`src/rtl/fetch_pkg.sv`:
```
// Shared definitions for the instruction fetch stage.
//   NOP_INSTR   : bubble instruction (addi x0,x0,0)
//   pc_sel_e    : which source feeds the next PC
//   next_pc_sel : next-PC source, ordered from highest to lowest priority
// The BTB entry struct lives in fetch_btb, because its field widths follow
// that module's parameters.
package fetch_pkg;

  localparam logic [31:0] NOP_INSTR = 32'h0000_0013;

  typedef enum logic [2:0] {
    SEL_RESET,
    SEL_REDIRECT,
    SEL_HOLD,
    SEL_PRED,
    SEL_SEQ
  } pc_sel_e;

  // A resolved redirect from ME beats a stall: the redirecting branch is
  // older than whatever instruction the hazard unit is holding.
  function automatic pc_sel_e next_pc_sel(input logic rst, input logic redirect,
                                          input logic hold, input logic hit);
    if (rst)           return SEL_RESET;
    else if (redirect) return SEL_REDIRECT;
    else if (hold)     return SEL_HOLD;
    else if (hit)      return SEL_PRED;
    else               return SEL_SEQ;
  endfunction

endpackage

```
`src/rtl/fetch_btb.sv`:
```
// Direct-mapped branch target buffer. It is built only when FETCH_BTB_EN is
// defined.
//   clk, reset               : clock and synchronous active-high reset
//                              (reset clears all valid bits)
//   lookup_pc                : current fetch PC
//   hit, target              : combinational lookup result
//   upd_en, upd_pc,
//   upd_target, upd_taken    : write port. taken=1 installs the entry,
//                              taken=0 invalidates it.
// Writes land at the clock edge. A lookup in the same cycle therefore sees
// the old entry.
module fetch_btb #(
  parameter int PC_W  = 32,
  parameter int IDX_W = 3
) (
  input  logic            clk,
  input  logic            reset,
  input  logic [PC_W-1:0] lookup_pc,
  output logic            hit,
  output logic [PC_W-1:0] target,
  input  logic            upd_en,
  input  logic [PC_W-1:0] upd_pc,
  input  logic [PC_W-1:0] upd_target,
  input  logic            upd_taken
);

  localparam int ENTRIES = 2**IDX_W;
  localparam int TAG_W   = PC_W - IDX_W;

  typedef struct packed {
    logic             valid;
    logic [TAG_W-1:0] tag;
    logic [PC_W-1:0]  target;
  } btb_entry_t;

  logic [ENTRIES-1:0] valid_q;
  logic [TAG_W-1:0]   tag_q    [ENTRIES];
  logic [PC_W-1:0]    target_q [ENTRIES];

  logic [IDX_W-1:0] rd_idx;
  logic [IDX_W-1:0] wr_idx;
  btb_entry_t       rd_entry;

  assign rd_idx   = lookup_pc[IDX_W-1:0];
  assign wr_idx   = upd_pc[IDX_W-1:0];
  assign rd_entry = '{valid: valid_q[rd_idx], tag: tag_q[rd_idx], target: target_q[rd_idx]};
  assign hit      = rd_entry.valid && (rd_entry.tag == lookup_pc[PC_W-1:IDX_W]);
  assign target   = rd_entry.target;

  always_ff @(posedge clk) begin
    if (reset) begin
      valid_q <= '0;
    end else if (upd_en) begin
      valid_q[wr_idx] <= upd_taken;
    end
  end

  // The tag and target fields are qualified by valid, so they need no reset.
  always_ff @(posedge clk) begin
    if (upd_en && upd_taken) begin
      tag_q[wr_idx]    <= upd_pc[PC_W-1:IDX_W];
      target_q[wr_idx] <= upd_target;
    end
  end

endmodule

```
`src/rtl/rom.sv`:
```
// Combinational instruction ROM. Its contents come from the INIT parameter.
// Word i occupies INIT[i*DATA_W +: DATA_W].
//   addr : word address
//   data : word at addr, available in the same cycle
module rom #(
  parameter int ADDR_W = 5,
  parameter int DATA_W = 32,
  parameter logic [DATA_W*(2**ADDR_W)-1:0] INIT = '0
) (
  input  logic [ADDR_W-1:0] addr,
  output logic [DATA_W-1:0] data
);

  assign data = INIT[addr*DATA_W +: DATA_W];

endmodule

```
`src/rtl/fetch_stage_v2.sv`:
```
// IF stage of the 5-stage RISC-V pipeline. It holds the word-addressed PC,
// reads the instruction ROM and loads the IF/DE register.
// Optional feature: define FETCH_BTB_EN to add a direct-mapped BTB that
// predicts the next PC.
// Ports:
//   clk, reset                 : clock and synchronous active-high reset
//   stall_i                    : hold the PC and the IF/DE register
//   flush_i                    : turn the IF/DE slot into a bubble
//   pc_src_i, pc_branch_i      : redirect from ME
//   upd_en_i, upd_pc_i,
//   upd_target_i, upd_taken_i  : BTB update from ME (ignored without the BTB)
//   instr_o, pc_o, pc_plus1_o,
//   valid_o, pred_taken_o      : IF/DE register
module fetch_stage_v2
  import fetch_pkg::*;
#(
  parameter int PC_W        = 32,
  parameter int INSTR_W     = 32,
  parameter int IMEM_ADDR_W = 5,
  parameter logic [PC_W-1:0] RESET_PC = {PC_W{1'b0}},
  parameter int BTB_IDX_W   = 3,
  parameter logic [INSTR_W*(2**IMEM_ADDR_W)-1:0] ROM_INIT = '0
) (
  input  logic               clk,
  input  logic               reset,
  input  logic               stall_i,
  input  logic               flush_i,
  input  logic               pc_src_i,
  input  logic [PC_W-1:0]    pc_branch_i,
  input  logic               upd_en_i,
  input  logic [PC_W-1:0]    upd_pc_i,
  input  logic [PC_W-1:0]    upd_target_i,
  input  logic               upd_taken_i,
  output logic [INSTR_W-1:0] instr_o,
  output logic [PC_W-1:0]    pc_o,
  output logic [PC_W-1:0]    pc_plus1_o,
  output logic               valid_o,
  output logic               pred_taken_o
);

  localparam logic [INSTR_W-1:0] NOP = INSTR_W'(NOP_INSTR);

  logic [PC_W-1:0]    pc_q;
  logic [PC_W-1:0]    pc_next;
  logic [PC_W-1:0]    pc_inc;
  logic [INSTR_W-1:0] rom_data;
  logic               btb_hit;
  logic [PC_W-1:0]    btb_target;
  pc_sel_e            pc_sel;

  // Wraps modulo 2^PC_W.
  assign pc_inc = pc_q + PC_W'(1);

  // PCs at or above 2^IMEM_ADDR_W alias onto the low ROM words.
  rom #(
    .ADDR_W (IMEM_ADDR_W),
    .DATA_W (INSTR_W),
    .INIT   (ROM_INIT)
  ) u_rom (
    .addr (pc_q[IMEM_ADDR_W-1:0]),
    .data (rom_data)
  );

`ifdef FETCH_BTB_EN
  fetch_btb #(
    .PC_W  (PC_W),
    .IDX_W (BTB_IDX_W)
  ) u_btb (
    .clk        (clk),
    .reset      (reset),
    .lookup_pc  (pc_q),
    .hit        (btb_hit),
    .target     (btb_target),
    .upd_en     (upd_en_i),
    .upd_pc     (upd_pc_i),
    .upd_target (upd_target_i),
    .upd_taken  (upd_taken_i)
  );
`else
  localparam int unused_btb_idx_w = BTB_IDX_W;
  logic unused_upd;
  assign unused_upd = ^{upd_en_i, upd_pc_i, upd_target_i, upd_taken_i};
  assign btb_hit    = 1'b0;
  assign btb_target = '0;
`endif

  always_comb begin
    pc_sel  = next_pc_sel(reset, pc_src_i, stall_i, btb_hit);
    pc_next = pc_inc;
    case (pc_sel)
      SEL_RESET:    pc_next = RESET_PC;
      SEL_REDIRECT: pc_next = pc_branch_i;
      SEL_HOLD:     pc_next = pc_q;
      SEL_PRED:     pc_next = btb_target;
      SEL_SEQ:      pc_next = pc_inc;
      default:      pc_next = pc_inc;
    endcase
  end

  always_ff @(posedge clk) begin
    pc_q <= pc_next;
  end

  // A flush overrides a stall. A bubble keeps the pc fields, so that
  // downstream debug still sees where the slot came from.
  always_ff @(posedge clk) begin
    if (reset) begin
      instr_o      <= NOP;
      pc_o         <= '0;
      pc_plus1_o   <= '0;
      valid_o      <= 1'b0;
      pred_taken_o <= 1'b0;
    end else if (flush_i) begin
      instr_o      <= NOP;
      valid_o      <= 1'b0;
      pred_taken_o <= 1'b0;
    end else if (!stall_i) begin
      instr_o      <= rom_data;
      pc_o         <= pc_q;
      pc_plus1_o   <= pc_inc;
      valid_o      <= 1'b1;
      pred_taken_o <= btb_hit;
    end
  end

endmodule

```
`config.mk`:
```
export PLATFORM = sky130hd
export DESIGN_NAME = fetch_stage_v2
export DESIGN_NICKNAME = d
export VERILOG_FILES = /design/src/rtl/fetch_pkg.sv /design/src/rtl/fetch_btb.sv /design/src/rtl/rom.sv /design/src/rtl/fetch_stage_v2.sv
export SDC_FILE = /design/constraint.sdc
export NUM_CORES = 1
export LEC_CHECK = 0
export ABC_AREA = 1
export CORE_AREA = 2 2 103 105
export CTS_CLUSTER_SIZE = 25
export DETAILED_ROUTE_END_ITERATION = 8
export DIE_AREA = 0 0 105 107
export DONT_BUFFER_PORTS = 1
export GPL_TIMING_DRIVEN = 0
export HOLD_SLACK_MARGIN = 0.08
export SETUP_SLACK_MARGIN = 0.02
export SYNTH_ARGS = -nofsm -noshare
export SYNTH_HDL_FRONTEND = slang
export SYNTH_SLANG_ARGS = --single-unit
```
`constraint.sdc`:
```
create_clock -name clk -period 2.43 [get_ports clk]
set_input_delay 0.1215 -clock clk [delete_from_list [all_inputs] [get_ports clk]]
set_output_delay 0.1215 -clock clk [all_outputs]
set_load 0.01 [all_outputs]
```
==> flow_summary_export.csv <==
group,metric,value,unit
run_status,status,"completed",
critical_path,crit_fanout,5,
placed_design,dp_hpwl,10100,microns
grt,grtUsageTotal,25.2,%
finish,area_growth,17.3,%
timing,finalSetupTns,0,ps
power,ir_drop,0.000280,V
die,io_pins,201,
power,pwr_density_cell,624,mW/mm^2
worst_hold_path,min-delay-start,"reset",
power,leakagePower,2.67,nW
finish,diodes,0,
critical_path,rr_startpoint,"pc_q[0]",
grt,grt_max_degree,33,
routing,vias,4329,
grt,grt_pass1_wl,21600,microns
routing,dr.pass1.iters,5,
worst_hold_path,whs_path_depth,3,
cts,cts_resized,0,
grt,antenna_found_initial,0,
finish,multi_input_area,0.00217,sq mm
timing,finalCritPeriodShare,79.9,%
placed_design,place.gp.congestion,0.909,
timing,setup_viol,0,
finish,fill_cells,1008,
routing,wl_per_cell,15.2,microns
worst_hold_path,min_path_type,"input pin to flop",
cts,cts_post_setup_buffers_inserted,0,
cts,clk_pin_slew,90,ps
critical_path,r2r_end,"pc_q[16]",
routing,vias_per_cell,4.86,
cts,cts_buffer_depth,2,
die,die_area,0.0112,sq mm
synth,synth_area,0.00492,sq mm
timing,maxSlewHeadroom,40.8,%
synth,yosys_warnings,0,
timing,post-route-min-period,1940,ps
synth,synthCells,675,
timing,fmaxAchievable,0.515,GHz
cts,tritoncts,"yes",
grt,gr-total-overflow,0,
synth,synth-seq-cells,98,
die,coreArea,0.0101,sq mm
cts,cts.sinks,98,
critical_path,worst-r2r-cell-count,7,
synth,avgSynthCellArea,7.29,sq um
routing,finalWirelength,13500,microns
finish,fin_util,57.2,%
cts,htree_levels,3,
cts,clk_latency,370,ps
synth,seq_area_frac_synth,46.4,%
timing,finalMaxSlewViolations,0,
critical_path,worst_ep_arrival_time,2060,ps
die,die_w,105,microns
worst_hold_path,hold_end,"pc_o[4]",
timing,worst_clock_skew,10.3,ps
die,dieHeight,107,microns
critical_path,start_kind,"flop",
routing,drc,0,
routing,dr.first_iter.drc_count,292,
die,initial_core_util,48.7,%
finish,ff_latch_area,0.00228,sq mm
timing,grt_setup_unrepaired,"false",
die,core.rowCount,37,
timing,hold_slack,95.2,ps
placed_design,io_buffers,0,
cts,root_buffer,"clkbuf_8",
job,drv_cap,0,
critical_path,crit_type,"flop to flop",
critical_path,required,2540,ps
critical_path,reg2reg_setup_slack,490,ps
finish,nNetsFinal,854,
timing,worst_slew_pin_slew,885,ps
grt,grt_pass1_vias,4134,
timing,finalHoldViolations,0,
critical_path,end_kind,"flop",
synth,ys_types,27,
finish,drive_above_1_share,9.01,%
finish,final_area,0.00577,sq mm
placed_design,dpl_cell_area,0.00520,sq mm
cts,cts_inserted_buffers,9,
power,p_total,3.60,mW
routing,drtAntennaViolNets,0,
==> cell usage after synthesis <==
library cell	instances	area share, %
a21oi_1	27	2.7
xnor2_1	5	0.89
buf_2	6	0.61
clkbuf_1	15	1.1
nand2_1	184	14
o21a_1	1	0.15
dfxtp_1	66	27
o21ai_1	2	0.20
nand2_4	2	0.46
ha_1	1	0.25
nand2_2	3	0.38
edfxtp_1	32	20
nor2_1	117	8.9
and2_1	5	0.64
buf_4	32	4.9
nand3_1	33	3.4
inv_1	64	4.9
a22o_1	5	0.89
nand3b_1	2	0.31
buf_1	3	0.23
o21ai_2	3	0.53
o21ai_0	55	5.6
conb_1	1	0.076
xor2_1	4	0.71
nor2_4	5	1.1
nor2_2	1	0.13
nor2_8	1	0.41
==> stage by stage <==
| stage | cells | setup WS (ps) |
|---|---|---|
| 5_1_grt | 891 | 369 |
| 6_report | 891 | 489 |
| 3_3_place_gp | 840 | -100 |
| 3_5_place_dp | 840 | 403 |
| 2_1_floorplan | 704 | 685 |
| 4_1_cts | 891 | 481 |
==> power breakdown <==
| part | total (mW) | internal, mW | leakage, nW | switching (mW) |
|---|---|---|---|---|
| Sequential | 1.96 | 1.82 | 0.907 | 0.140 |
| Clock | 1.18 | 0.606 | 0.111 | 0.575 |
| Combinational | 0.456 | 0.183 | 1.65 | 0.273 |
| Total | 3.60 | 2.61 | 2.67 | 0.989 |
==> cells by family (layout without fill, tap and decap cells) <==
| kind of cell | after synthesis | after routing | share of synthesized area (%) |
|---|---|---|---|
| buf+inv | 120 | 171 | 11.8 |
| compound gates | 93 | 93 | 10.1 |
| other cells | 1 | 30 | 0.0762 |
| flops | 98 | 98 | 46.4 |
| simple gates | 353 | 353 | 29.8 |
| fa+ha+maj | 1 | 1 | 0.254 |
| xor+xnor | 9 | 9 | 1.60 |
==> area by class of cell <==
class,instances,area share (%)
clock buffers,11,2.45
plain buffers,56,5.86
flip-flops and latches,98,39.6
multi-input cells,486,37.6
repair buffers,35,6.07
clock inverters,5,1.34
inverters,64,4.16
well taps,136,2.95
==> metal layers <==
layer | wire [microns] | up-vias | track usage (%) | share of wire, %
li1 | - | 2215 | - | -
met1 | 5910 | 1928 | 32.2 | 44
met2 | 6290 | 170 | 41.7 | 46
met3 | 1120 | 16 | 6.93 | 8.3
met4 | 217 | 0 | 7.62 | 1.6
met5 | 0 | - | 0 | 0
==> how the worst max path moves through the flow <==
stage | slack (ps) | start | cells past startpoint | endpoint
final | 490 | pc_q[0] | 7 | pc_q[16]
after global routing | 370 | pc_q[0] | 10 | pc_q[22]
after CTS | 480 | pc_q[0] | 7 | pc_q[16]
after detailed placement | 400 | pc_src_i | 3 | pc_q[16]
after global placement | -100 | pc_src_i | 3 | pc_q[16]
after floorplan | 690 | pc_src_i | 3 | pc_q[0]
==> state kept, by name (all words and copies together), names as in the netlist <==
signal and cells:
pc_plus1_o 32, pc_q 32, instr_o 1, pc_o 32, valid_o 1
==> worst max-delay path, stage by stage, from the launching register on <==
cell      delay [ps]
edfxtp_1         490
ha_1             290
nand2_1           90
nor2_2           170
nand2_2          150
o21ai_0          260
and2_1           180
o21ai_2           50
==> cell usage in the layout (no fill, tap or decap), types with 27 or more instances in the layout <==
master	netlist	layout
conb_1	1	30
nand2_1	184	183
a21oi_1	27	27
dfxtp_1	66	66
buf_4	32	32
o21ai_0	55	55
dlygate4sd3_1	0	35
edfxtp_1	32	32
nor2_1	117	117
nand3_1	33	33
inv_1	64	64
==> what timing repair did <==
| action | CTS | global route |
|---|---|---|
| endpoints found under the hold margin | 34 | 0 |
| hold buffers | 35 | 0 |
| endpoints found under the setup margin | 0 | 0 |
(Power assumes the default switching activity.)
